<file path="src/rtl/nvm_reader_pkg.sv">
// Shared definitions for the NVM reader blocks: controller-visible state
// encoding and the default NVM word width.
package nvm_reader_pkg;

    localparam int unsigned NVM_DATA_W = 16;

    typedef enum logic {
        EMPTY  = 1'b0,
        ACTIVE = 1'b1
    } rd_state_e;

endpackage

</file>
<file path="src/rtl/nvm_bit_counter.sv">
// Loadable down-counter with terminal (last-count) detect; saturates at zero.
module nvm_bit_counter #(
    parameter int unsigned WIDTH    = 5,
    parameter int unsigned LOAD_VAL = 16
) (
    input  logic             clk,
    input  logic             rst,
    input  logic             load,
    input  logic             dec,
    output logic [WIDTH-1:0] cnt,
    output logic             last
);

    always_ff @(posedge clk) begin
        if (rst) begin
            cnt <= '0;
        end else if (load) begin
            cnt <= WIDTH'(LOAD_VAL);
        end else if (dec && (cnt != '0)) begin
            cnt <= cnt - 1'b1;
        end
    end

    assign last = (cnt == WIDTH'(1));

endmodule

</file>
<file path="src/rtl/nvm_shift_out.sv">
// Parallel-to-serial stage of the NVM reader: captures a word on load and
// shifts it out one bit per accepted shift, pulsing finish with the last bit.
module nvm_shift_out
    import nvm_reader_pkg::*;
#(
    parameter int unsigned DATA_W    = NVM_DATA_W,
    parameter bit          MSB_FIRST = 1'b1,
    parameter int unsigned CNT_W     = $clog2(DATA_W + 1)
) (
    input  logic              clk,
    input  logic              rst,
    input  logic              load,
    input  logic              shift,
    input  logic [DATA_W-1:0] nvm_data,
    output logic              ser_out,
    output logic              ser_valid,
    output logic              finish,
    output logic              busy,
    output logic [CNT_W-1:0]  bits_left,
    output logic              err
);

    rd_state_e         state;
    logic [DATA_W-1:0] shreg;
    logic              cnt_last;
    logic              accept;

    // Load always wins over shift; a shift is only taken with bits remaining.
    assign accept = (state == ACTIVE) && shift && !load && (bits_left != '0);

    nvm_bit_counter #(
        .WIDTH    (CNT_W),
        .LOAD_VAL (DATA_W)
    ) u_bit_counter (
        .clk  (clk),
        .rst  (rst),
        .load (load),
        .dec  (accept),
        .cnt  (bits_left),
        .last (cnt_last)
    );

    always_ff @(posedge clk) begin
        if (rst) begin
            state     <= EMPTY;
            shreg     <= '0;
            ser_out   <= 1'b0;
            ser_valid <= 1'b0;
            finish    <= 1'b0;
            busy      <= 1'b0;
            err       <= 1'b0;
        end else begin
            // Serial outputs are pulses: forced low unless a bit is shifted.
            ser_out   <= 1'b0;
            ser_valid <= 1'b0;
            finish    <= 1'b0;
            if (load) begin
                shreg <= nvm_data;
                state <= ACTIVE;
                busy  <= 1'b1;
                if (state == ACTIVE) begin
                    err <= 1'b1;
                end
            end else if (accept) begin
                ser_valid <= 1'b1;
                if (MSB_FIRST) begin
                    ser_out <= shreg[DATA_W-1];
                    shreg   <= {shreg[DATA_W-2:0], 1'b0};
                end else begin
                    ser_out <= shreg[0];
                    shreg   <= {1'b0, shreg[DATA_W-1:1]};
                end
                if (cnt_last) begin
                    finish <= 1'b1;
                    busy   <= 1'b0;
                    state  <= EMPTY;
                end
            end
        end
    end

endmodule

</file>
<file path="config.mk">
export PLATFORM = sky130hd
export DESIGN_NAME = nvm_shift_out
export DESIGN_NICKNAME = d
export VERILOG_FILES = /design/src/rtl/nvm_reader_pkg.sv /design/src/rtl/nvm_bit_counter.sv /design/src/rtl/nvm_shift_out.sv
export SDC_FILE = /design/constraint.sdc
export NUM_CORES = 1
export LEC_CHECK = 0
export ABC_AREA = 1
export CORE_MARGIN = 1.5
export CORE_UTILIZATION = 50
export DETAILED_ROUTE_END_ITERATION = 8
export GPL_ROUTABILITY_DRIVEN = 0
export HOLD_SLACK_MARGIN = 0.1
export PLACE_DENSITY = 0.85
export SLEW_MARGIN = 20
export SYNTH_ARGS = -nofsm -noshare
export SYNTH_HDL_FRONTEND = slang
export SYNTH_SLANG_ARGS = --single-unit
</file>
<file path="constraint.sdc">
create_clock -name clk -period 2.05 [get_ports clk]
set_clock_uncertainty 0.05 [all_clocks]
set_input_delay 0.41 -clock clk [delete_from_list [all_inputs] [get_ports clk]]
set_output_delay 0.41 -clock clk [all_outputs]
set_load 0.02 [all_outputs]
</file>
== Word-level counts from Yosys, hierarchy flattened ==
Index checks and enable logic that the tools add are counted.

* Output and inout port bits: 10
* Word-level logic and storage cells: 33
* Bits of input ports: 20
* Flip-flop bits (word level): 26

* Add/sub/neg operators: 1
* Equal/unequal tests: 1
* Bitwise logic cells: 1
* Reductions and logical operators: 13
* Multiplexer cells: 9

{| class="wikitable"
|+ Operators with widths
! kind !! number
|-
| $mux 16 || 2
|-
| $mux 5 || 2
|-
| $reduce_bool 2->1 || 3
|-
| $eq 5x1->1 const B || 1
|-
| $mux 1 || 5
|-
| $reduce_bool 5->1 || 1
|-
| $sub 5x1->5 const B || 1
|-
| $logic_and 1x1->1 || 4
|-
| $reduce_and 2->1 || 2
|-
| $reduce_or 3->1 || 1
|-
| $reduce_or 2->1 || 1
|-
| $logic_not 1->1 || 1
|-
| $not 1->1 || 1
|}

== Longest topological paths before layout ==
* Depth after elaboration: 6
* Mapped depth: 8
* Gate-level depth less buffers: 8

== By module ==
A second synthesis with hierarchy kept.

* Cells, all modules: 178
* Area total of the unflattened synthesis: 1,315.0 sq um

{| class="wikitable"
|+ By module, submodules not included
! module !! sequential area each (sq um) !! area each (sq um) !! times used !! cells an instance
|-
| nvm_shift_out || 420.4 || 1,034.7 || 1 || 139
|-
| nvm_bit_counter || 100.1 || 280.3 || 1 || 39
|}

== Worst setup path before layout ==
OpenSTA, ideal clock, no wires.

* Path type: reg-to-reg
* Start point: reg u_bit_counter.cnt[0]
* End point: reg u_bit_counter.cnt[1]
* Library setup time: 0.116 ns
* Required time: 1.884 ns
* Path buffers: 1
* Clock period less this slack: 1.485 ns
* Arrival: 1.320 ns
* Slack: 0.565 ns
* Stages on the path, launching flop included: 8
* Path through: dfxtp_1 -> inv_1 -> ha_1 -> nand3_4 -> nand2_4 -> buf_6 -> o21ai_0 -> nor2_1

* Word-level cells in the longest chain between the ends: 3
* Elaborated cells on any way between the ends: 4
* Classes of those cells: 1 x add/sub; 3 x reduce/logical

{| class="wikitable"
|+ RTL lines
! element !! RTL line !! source
|-
| start, declared || nvm_bit_counter.sv:10 || <nowiki>output logic [WIDTH-1:0] cnt,</nowiki>
|-
| start signal, assigned || nvm_bit_counter.sv:18 || <nowiki>cnt <= WIDTH'(LOAD_VAL);</nowiki>
|-
| start signal, assigned || nvm_bit_counter.sv:20 || <nowiki>cnt <= cnt - 1'b1;</nowiki>
|-
| branches (longest 3 deep; another with $sub 5x1->5) || n/a ||
|}

Parallel ways; which one is timed is not known.
A chain may end at the register's enable or synchronous reset.

== Worst setup path after layout ==
* Start point: reg u_bit_counter.cnt[2]
* End point: out bits_left[2]

{| class="wikitable"
|+ RTL lines
! element !! RTL line !! source
|-
| end, declared || nvm_shift_out.sv:19 || <nowiki>output logic [CNT_W-1:0] bits_left,</nowiki>
|}

No word-level cell between the ends.

==> results.cfg <==
[global_routing]
grt_max_degree = 21
grt_pass1_wl_um = 4360
grt_overflow_total = 0
antenna_found_initial = 0
grt_pass1_vias = 1100
track_usage_pct = 21.11

[outcome]
status = finished, final reports clean

[floorplan]
core_um2 = 2276
die_w_um = 52.83
io_pins = 30
start_util_pct = 54.54
die_h_um = 52.83
die-area_um2 = 2790
rows = 17

[finish]
syn_to_final_growth_pct = 27.62
nFillCells = 190
regArea_um2 = 520.5
antenna-diode-count = 0
final_cell_mix = nand2_1 (65), clkdlybuf4s50_1 (29), dfxtp_1 (26), nand3_1 (18), a21oi_1 (18)
drive_above_1_share_pct = 7.353
final_cells = 232
final_common_cell = nand2_1
finalNetCount = 227
multi_input_area_um2 = 619.3

[route]
routed-via-count = 1204
dr.pass1.iters = 4
drc_errors = 0
wirelength_um = 2686
drtIter0Drc = 30
ant_nets = 0
vias_per_cell = 5.190
wl_per_cell_um = 11.58

[critical_path]
crit_family = buffers and inverters
critPathMaxFanout = 6
endpoint_kind = output port
slowest_stage = clkdlybuf4s50_1
crit_chain = clkdlybuf4s50_1
cp.buffers_inverters = 1
crit_type = reg2out
cpPeakStageDelay_ns = 0.65
crit_arrival_ns = 1.46
required_ns = 1.59
startpoint_type = flip-flop

[clocking]
htree_levels = 1
cts_made_buffers = 3
cts_tree = yes
clock_sinks = 26
cts-root-buf = clkbuf_4
cts_setup_buffers = 0
clk_latency_ns = 0.31
cts_resized = 0
clock_path_buffers = 2
cts.reportedPaths.clkPinSlew_ns = 0.14
ctsHoldBuffers = 0

[synth]
synth_fa_ha_area_share_pct = 2.016
synth-compound-area-share_pct = 9.577
synth_mux_area_share_pct = 0.8065
yosys.area_share.xor_xnor_pct = 0.7056
synth_top_family_by_area = simple AND/OR/NAND/NOR gates
synthDistinctLibCells = 21
syn_avg_cell_area_um2 = 7.093
synthesis.area_um2 = 1241
yosys.area_share.simple_pct = 36.79
ys_warn_count = 0
synth_cells = 175
syn_nets = 197
ys_seq_elements = 26
ys_seq_area_share_pct = 41.94

[timing]
grt_setup_unrepaired = no
drv_slew = 0
max_slew_margin_pct = 82.78
timing.fmax_mhz = 522.2
min_period_ns = 1.915
worst_pin_slew_ns = 0.2580
hold_viol_final = 0
setup_viol = 0
finalCritPeriodShare_pct = 93.42
hold_ws_ns = 0.4337
fin_ws_ns = 0.1349
fin_setup_tns_ns = 0

[placement]
numPortBuffers = 29
pre_cts_slack_ns = 0.2244
place_inst = 228
hpwl_um = 1956

[worst_hold_path]
hp-class = reg2reg

[power_and_ir_drop]
power.leakage_uw = 0.0006758
power.total_uw = 949.9
p_per_area_nw_per_um2 = 599.7
irDropWorstVdd_uv = 479.3

[job]
max-cap-violations = 0
==> worst paths after layout <==
kind                                            from  slack, ns           end  depth (start not counted)
worst max-delay path            u_bit_counter.cnt[2]       0.13  bits_left[2]                          1
worst min-delay path                             err       0.43           err                          2
worst max register to register  u_bit_counter.cnt[0]       0.50      shreg[1]                          8
worst min register to register                   err       0.43           err                          2
==> registers in the layout, indices dropped and copies added (netlist names) <==
name,cells
shreg,16
ser_valid,1
ser_out,1
u_bit_counter.cnt,5
finish,1
state,1
err,1
==> per-stage QoR <==
step           utilization (%)  area [µm²]
6_report                 69.60        1584
2_1_floorplan                -        1241
5_1_grt                  69.60        1584
3_3_place_gp             68.00        1548
3_5_place_dp             68.00        1548
4_1_cts                  69.60        1584
==> area by class of cell <==
cell class | instances | area share (%)
Multi-Input combinational cell | 129 | 39.10
Sequential cell | 26 | 32.86
Timing Repair Buffer | 35 | 21.17
Inverter | 10 | 2.370
Clock buffer | 4 | 2.291
Tap cell | 28 | 2.212
==> cells by family (layout without fill, tap and decap cells) <==
| kind of cell | after synthesis | count (layout) |
|---|---|---|
| simple gates | 102 | 102 |
| xor+xnor | 1 | 1 |
| flops | 26 | 26 |
| fa+ha+maj | 2 | 2 |
| compound gates | 23 | 23 |
| mux | 1 | 1 |
| buf+inv | 20 | 49 |
==> power by group <==
| part | internal (µW) | switching, µW | leakage [µW] |
|---|---|---|---|
| Clock | 108 | 145 | 0.0000210 |
| Sequential | 527 | 12.5 | 0.000212 |
| Combinational | 78.1 | 79.4 | 0.000442 |
==> cell usage after synthesis <==
library cell	n	share of area (%)
nand4_1	1	0.50
nand2_1	65	20
nand3_4	1	1.4
buf_6	3	2.7
dfxtp_1	26	42
ha_1	2	2.0
mux2i_1	1	0.81
nor2_1	11	3.3
nor2_4	2	1.8
inv_1	10	3.0
nor3b_1	1	0.61
buf_2	3	1.2
clkbuf_1	4	1.2
nor3_1	1	0.40
xor2_1	1	0.71
a31oi_1	1	0.50
a21oi_1	18	7.3
nand3_1	18	7.3
nand2_4	2	1.8
o21bai_1	1	0.61
o21ai_0	3	1.2
==> metal layers <==
layer | routed length (µm) | vias up | share of wire (%) | track usage, %
met5 | 0 | - | 0 | 0
met4 | 17 | 0 | 0.63 | 7.265
met3 | 110 | 2 | 4.1 | 4.571
met2 | 1393 | 29 | 52 | 37.50
met1 | 1164 | 561 | 43 | 24.69
li1 | - | 612 | - | -
Power figures use the tool's default switching activity.
